**src/rtl/exibe_sequencia_pkg.sv**
```systemverilog
// Shared constants for the game's control units: state codes, default timings, widths.
package exibe_sequencia_pkg;

    localparam int unsigned T_ACESO_PADRAO   = 1000;
    localparam int unsigned T_APAGADO_PADRAO = 500;

    localparam int unsigned TEMPO_W  = 16;
    localparam int unsigned END_W    = 4;
    localparam int unsigned LED_W    = 4;
    localparam int unsigned ESTADO_W = 4;

    typedef enum logic [ESTADO_W-1:0] {
        OCIOSO  = 4'd0,
        CARREGA = 4'd1,
        ACESO   = 4'd2,
        APAGADO = 4'd3,
        FIM     = 4'd4
    } estado_t;

endpackage

```
**src/rtl/exibe_sequencia_contador.sv**
```systemverilog
// 16-bit up-counter used to time the LED-on and LED-off phases.
module contador_tempo
    import exibe_sequencia_pkg::*;
(
    input  logic               clock,
    input  logic               reset,
    input  logic               zera,
    input  logic               conta,
    input  logic [TEMPO_W-1:0] limite,
    output logic               fim
);

    logic [TEMPO_W-1:0] valor;

    // Count up while enabled; clear has priority over counting.
    always_ff @(posedge clock or negedge reset) begin
        if (!reset) begin
            valor <= '0;
        end else if (zera) begin
            valor <= '0;
        end else if (conta) begin
            valor <= valor + TEMPO_W'(1);
        end
    end

    // Terminal count is one below the limit so a phase lasts exactly limite cycles.
    assign fim = (valor == TEMPO_W'(limite - TEMPO_W'(1)));

endmodule

```
**src/rtl/exibe_sequencia.sv**
```systemverilog
// Plays memory items 0..rodada on the LEDs, each lit for T_ACESO then dark for T_APAGADO.
module exibe_sequencia
    import exibe_sequencia_pkg::*;
#(
    parameter int unsigned T_ACESO   = T_ACESO_PADRAO,
    parameter int unsigned T_APAGADO = T_APAGADO_PADRAO
) (
    input  logic                clock,
    input  logic                reset,
    input  logic                iniciar,
    input  logic                abortar,
    input  logic [END_W-1:0]    rodada,
    input  logic [LED_W-1:0]    dado_memoria,
    output logic [END_W-1:0]    endereco,
    output logic [LED_W-1:0]    leds,
    output logic                ocupado,
    output logic                pronto,
    output logic [ESTADO_W-1:0] db_estado
);

    estado_t            estado;
    logic [END_W-1:0]   limite;
    logic               zera;
    logic               conta;
    logic               fim_tempo;
    logic [TEMPO_W-1:0] limite_tempo;

    // Timer runs only in the two timed phases and restarts at every phase boundary.
    assign conta        = (estado == ACESO) || (estado == APAGADO);
    assign zera         = abortar || !conta || fim_tempo;
    assign limite_tempo = (estado == APAGADO) ? TEMPO_W'(T_APAGADO) : TEMPO_W'(T_ACESO);
    assign db_estado    = estado;

    contador_tempo u_contador_tempo (
        .clock  (clock),
        .reset  (reset),
        .zera   (zera),
        .conta  (conta),
        .limite (limite_tempo),
        .fim    (fim_tempo)
    );

    // Sequencer FSM with registered outputs; abort wins over every other request.
    always_ff @(posedge clock or negedge reset) begin
        if (!reset) begin
            estado   <= OCIOSO;
            limite   <= '0;
            endereco <= '0;
            leds     <= '0;
            ocupado  <= 1'b0;
            pronto   <= 1'b0;
        end else if (abortar) begin
            estado   <= OCIOSO;
            endereco <= '0;
            leds     <= '0;
            ocupado  <= 1'b0;
            pronto   <= 1'b0;
        end else begin
            case (estado)
                OCIOSO: begin
                    leds     <= '0;
                    endereco <= '0;
                    pronto   <= 1'b0;
                    if (iniciar) begin
                        limite  <= rodada;
                        ocupado <= 1'b1;
                        estado  <= CARREGA;
                    end
                end
                CARREGA: begin
                    leds   <= dado_memoria;
                    estado <= ACESO;
                end
                ACESO: begin
                    if (fim_tempo) begin
                        leds   <= '0;
                        estado <= APAGADO;
                    end
                end
                APAGADO: begin
                    if (fim_tempo) begin
                        if (endereco == limite) begin
                            ocupado <= 1'b0;
                            pronto  <= 1'b1;
                            estado  <= FIM;
                        end else begin
                            endereco <= endereco + END_W'(1);
                            estado   <= CARREGA;
                        end
                    end
                end
                FIM: begin
                    pronto   <= 1'b0;
                    endereco <= '0;
                    estado   <= OCIOSO;
                end
                default: begin
                    leds     <= '0;
                    endereco <= '0;
                    ocupado  <= 1'b0;
                    pronto   <= 1'b0;
                    estado   <= OCIOSO;
                end
            endcase
        end
    end

endmodule
```
**config.mk**
```make
export PLATFORM = sky130hd
export DESIGN_NAME = exibe_sequencia
export DESIGN_NICKNAME = d
export VERILOG_FILES = /design/src/rtl/exibe_sequencia_pkg.sv /design/src/rtl/exibe_sequencia_contador.sv /design/src/rtl/exibe_sequencia.sv
export SDC_FILE = /design/constraint.sdc
export NUM_CORES = 1
export LEC_CHECK = 0
export CORE_MARGIN = 3
export CORE_UTILIZATION = 30
export DETAILED_ROUTE_END_ITERATION = 7
export GPL_TIMING_DRIVEN = 0
export PLACE_DENSITY = 0.56
export SYNTH_ARGS = -nofsm -noshare
export SYNTH_HDL_FRONTEND = slang
export SYNTH_SLANG_ARGS = --single-unit
```
**constraint.sdc**
```tcl
create_clock -name clock -period 2 [get_ports clock]
set_clock_uncertainty 0.15 [all_clocks]
set_input_delay 0.3 -clock clock [delete_from_list [all_inputs] [get_ports clock]]
set_output_delay 0.3 -clock clock [all_outputs]
set_load 0.1 [all_outputs]
```
# Word-level counts from Yosys, hierarchy flattened
# Cells that the tools add are included.
# classes
reduce_logical,15
muxes,25
n_eq_ne,14
bitwise,1
add_sub_neg,3
# ops
operator,count
4-bit two-way mux,9
16-bit two-way mux,2
16-bit by 1-bit adder with 16-bit output (second input constant),1
16-bit == test,1
4-bit case mux with 4 select lines,1
3-bit inequality test (second input constant),4
4-bit case mux with 3 select lines,1
3-bit AND reduction,4
10-bit by 1-bit subtractor with 11-bit output (second input constant),1
10-bit two-way mux,1
4-bit by 2-bit == test with 1-bit output (second input constant),2
4-bit case mux with 2 select lines,1
1-bit two-way mux,7
2-bit by 1-bit inequality test with 1-bit output (second input constant),3
4-bit by 1-bit adder with 4-bit output (second input constant),1
4-bit by 1-bit == test with 1-bit output (second input constant),1
4-bit by 3-bit == test with 1-bit output (second input constant),1
4-bit == test,1
4-bit logical NOT,1
4-bit AND reduction,1
2-bit OR reduction,2
1-bit logical OR,3
3-bit two-way mux,1
3-bit by 2-bit inequality test with 1-bit output (second input constant),1
other kinds (7),7
# word_totals
elab_cells,65
regBits,34

# Depth between registers and ports, before layout
# depth
depth_word,7
ltp_mapped,7
mapped_depth_nobuf,6

# By module
# From an unflattened synthesis, not the netlist that was laid out.
# hier_totals
cells_unflattened,255
area_unflattened_um2,2327.2
# modules_own_cells
module,cells_each,seq_area_each_um2,n_inst,area_per_inst_um2
contador_tempo,173,400.4,1,1420.1
exibe_sequencia,82,425.4,1,907.1

# Worst setup path after synthesis
# No wires, ideal clock.
# synth_path
path_kind,reg2reg
startpoint,register endereco[3]
endpoint,register endereco[1]
setup_time_ns,0.126
synth_period_minus_slack_ns,2.445
n_path_buf,0
path_stages_with_launch,6
arrival_ns,2.169
path_slack_ns,-0.445
path_cell_list,dfrtp_1 -> xor2_1 -> nor4_4 -> nor3_4 -> and4_1 -> a311o_1
# synth_between
elab_chain_len,3
# synth_lines
item,line_no,rtl
"start, declared",exibe_sequencia.sv:14,"output logic [END_W-1:0] endereco,"
"start signal, assigned",exibe_sequencia.sv:87,endereco <= endereco + END_W'(1);
4-bit == test,exibe_sequencia.sv:82,if (endereco == limite) begin
3-bit inequality test (no source line),--,
3-bit AND reduction (no source line),--,
# Every way passes these cells.
# A chain may end at the register's enable or synchronous reset.

# Worst setup path in the final report
# layout_path
startpoint,"register estado[1], in the netlist db_estado[1]"
endpoint,output db_estado[1]
# layout_lines
item,line_no,rtl
"start, declared",exibe_sequencia.sv:21,estado_t estado;
"start signal, assigned",exibe_sequencia.sv:46,estado <= OCIOSO;
"start signal, assigned",exibe_sequencia.sv:53,estado <= OCIOSO;
"start signal, assigned",exibe_sequencia.sv:67,estado <= CARREGA;
"end, declared",exibe_sequencia.sv:18,output logic [ESTADO_W-1:0] db_estado
# No word-level cell between the ends.

==> results.md <==
- Root buf cell: clkbuf_8
- Die area: 6940 um^2
- Die extent in y: 83.3 um
- Layout Nets: 225
- Relative max-transition margin: 36.1%
- Setup TNS: 0 ns
- Fin. Hold Viols: 0
- Power Density: 744 nW/um^2
- Yosys warnings: 0
- Status: finished clean
- IO Count: 26
- Clock transition at path regs: 0.07 ns
- Register area share after synthesis: 46.1%
- Initial antenna violation count: 0
- Period utilization: 97.7%
- Final Power: 1.77 mW
- P&R area growth vs syn: 32.7%
- Inst Count DP: 266
- Slowest stage delay, CP: 0.82 ns
- Crit-path cells: clkdlybuf4s15_1
- FILL cells: 554
- DRT antenna net count: 0
- Worst EP required: 1.55 ns
- Via density: 4.75
- Syn nets: 184
- Die Width: 83.3 um
- CTS tree: yes
- WP buf/inv: 1
- Max Cap Violations: 0
- Leakage: 1.01 nW
- All-layer global routing usage: 11.3%
- Post-synth EDFFs: 0
- Slowest CP cell: clkdlybuf4s15_1
- Core area: 5640 um^2
- CP max FO: 2
- Synth Instances: 170
- Ant. Diodes: 0
- Gr ovfl total: 0
- Synth cell types: 48
- Final HPWL DP: 2590 um
- Layout Cells excl Fill: 284
- I/O Buffers: 24
- Post-synth ARST share: 100%
- Slew Limit Fails: 0
- Minimum clock period after layout: 1.95 ns
- Setup Crit Path Kind: flip-flop to output port
- Synth Area per Inst: 10.5 um^2
- CP Launch Type: flip-flop
- DR iter-0 viols: 57
- Vias in the first global route: 1279
- Crit-path leading delay family: buffers and inverters
- Placement Cell Area: 2130 um^2
- Min-delay worst type: flip-flop to flip-flop
- Design area: 2380 um^2
- Initial Utilization: 31.8%
- Drt drc: 0
- Place WS: -0.194 ns
- Layout cells sized above 1: 31.6%
- Via count: 1349
- Endpoints failing setup: 0
- Yosys reg bits: 33
- Number of buffers created by CTS: 5
- RSZ-0062 raised after global routing: true
- CP arrival: 1.50 ns
- FMAX: 512 MHz
- Worst skew pair latency: 0.28 ns
- First-pass GRT wire length: 6350 um
- Reg2reg setup slack: 0.09 ns
- VDD IR max: 0.330 mV
- Final GP Congestion: 0.767
- Leading cell type in the layout, fill and taps excluded: dfrtp_1
- Detailed Routing Iterations Pass 1: 4
- H-tree depth: 2
- Leading cell types in the layout, fill and taps excluded: dfrtp_1 (25), nor2_1 (24), nand2_1 (15), xor2_1 (10), clkdlybuf4s50_1 (10)
- Clock Sinks: 33
- Setup crit end kind: output port
- Cell Rows: 27
- Core Util, Final: 42.1%
- Top FF cell, synth: dfrtp_1
- Final wirelength: 3750 um
- Largest net degree at the start of global routing: 34
- Drt wl/cell: 13.2 um
- Final WS setup: 0.0454 ns
- Final Hold Slack: 0.348 ns
- Worst Max-Slew Pin Slew: 0.963 ns
- Post-Syn Area: 1790 um^2
- CTS max path bufs: 2
==> kinds of logic after synthesis <==
kind of cell	after synthesis	share of synthesized area (%)
simple gates	79	27.4
flops	33	46.1
compound gates	18	7.75
xor+xnor	18	8.80
buf+inv	11	3.63
mux	8	4.75
fa+ha+maj	2	1.40
other cells	1	0.209
==> routing by layer <==
layer | part of all wire [%] | track usage [%] | vias up
li1 | - | - | 664
met1 | 49 | 16.5 | 649
met2 | 46 | 16.1 | 31
met3 | 4.3 | 2.58 | 5
met4 | 1.3 | 4.46 | 0
met5 | 0 | 0 | -
==> flip-flops by register name, summed over array words and instances, names as in the netlist <==
signal	count
db_estado	3
ocupado	1
pronto	1
leds	4
u_contador_tempo.valor	16
limite	4
endereco	4
==> cell usage after synthesis, drive strengths merged, types with 2 or more instances <==
| master | instances | share of area, % |
|---|---|---|
| a21oi | 3 | 1.0 |
| a22o | 4 | 2.0 |
| a311o | 2 | 1.1 |
| and2 | 3 | 1.1 |
| and3 | 5 | 1.8 |
| and3b | 2 | 1.0 |
| and4 | 2 | 1.0 |
| buf | 6 | 2.6 |
| dfrtp | 33 | 46 |
| ha | 2 | 1.4 |
| inv | 5 | 1.0 |
| mux2 | 4 | 2.5 |
| mux2i | 4 | 2.2 |
| nand2 | 15 | 3.1 |
| nand3 | 7 | 2.0 |
| nand3b | 2 | 1.5 |
| nand4 | 3 | 1.4 |
| nor2 | 26 | 5.6 |
| nor3 | 2 | 1.2 |
| nor3b | 2 | 1.1 |
| nor4 | 5 | 3.4 |
| o21ai | 6 | 2.1 |
| xnor2 | 4 | 2.0 |
| xor2 | 14 | 6.8 |
==> layout make-up <==
| type | count | area, um^2 | area share [%] |
|---|---|---|---|
| Buffer | 6 | 50.0 | 2.11 |
| Timing Repair Buffer | 34 | 293 | 12.3 |
| Clock buffer | 8 | 90.1 | 3.79 |
| Multi-Input combinational cell | 126 | 992 | 41.7 |
| Inverter | 5 | 18.8 | 0.789 |
| Sequential cell | 33 | 843 | 35.5 |
| Tap cell | 72 | 90.1 | 3.79 |
==> timing repair <==
item,in CTS,in global routing
setup buffers,0,9
hold buffers,1,0
pin swaps,3,8
hold endpoints to repair,33,0
setup endpoints to repair,30,24
resized for setup,26,18
==> power breakdown <==
| part | switching [mW] | total (mW) | internal (mW) |
|---|---|---|---|
| logic | 0.306 | 0.489 | 0.183 |
| registers | 0.0502 | 0.773 | 0.723 |
| clock network | 0.227 | 0.507 | 0.280 |
| total | 0.583 | 1.77 | 1.19 |
==> path summary, 6_finish.rpt <==
| path | cells after the start | endpoint | from |
|---|---|---|---|
| max in group asynchronous | 2 | endereco[2] | reset |
| setup / recovery | 1 | db_estado[1] | db_estado[1] |
| hold reg to reg | 1 | u_contador_tempo.valor[0] | u_contador_tempo.valor[0] |
| min in group asynchronous | 2 | endereco[0] | reset |
| hold / removal | 1 | u_contador_tempo.valor[0] | u_contador_tempo.valor[0] |
| setup reg to reg | 6 | endereco[3] | u_contador_tempo.valor[0] |
No activity file was read; power rests on OpenSTA's default activity.
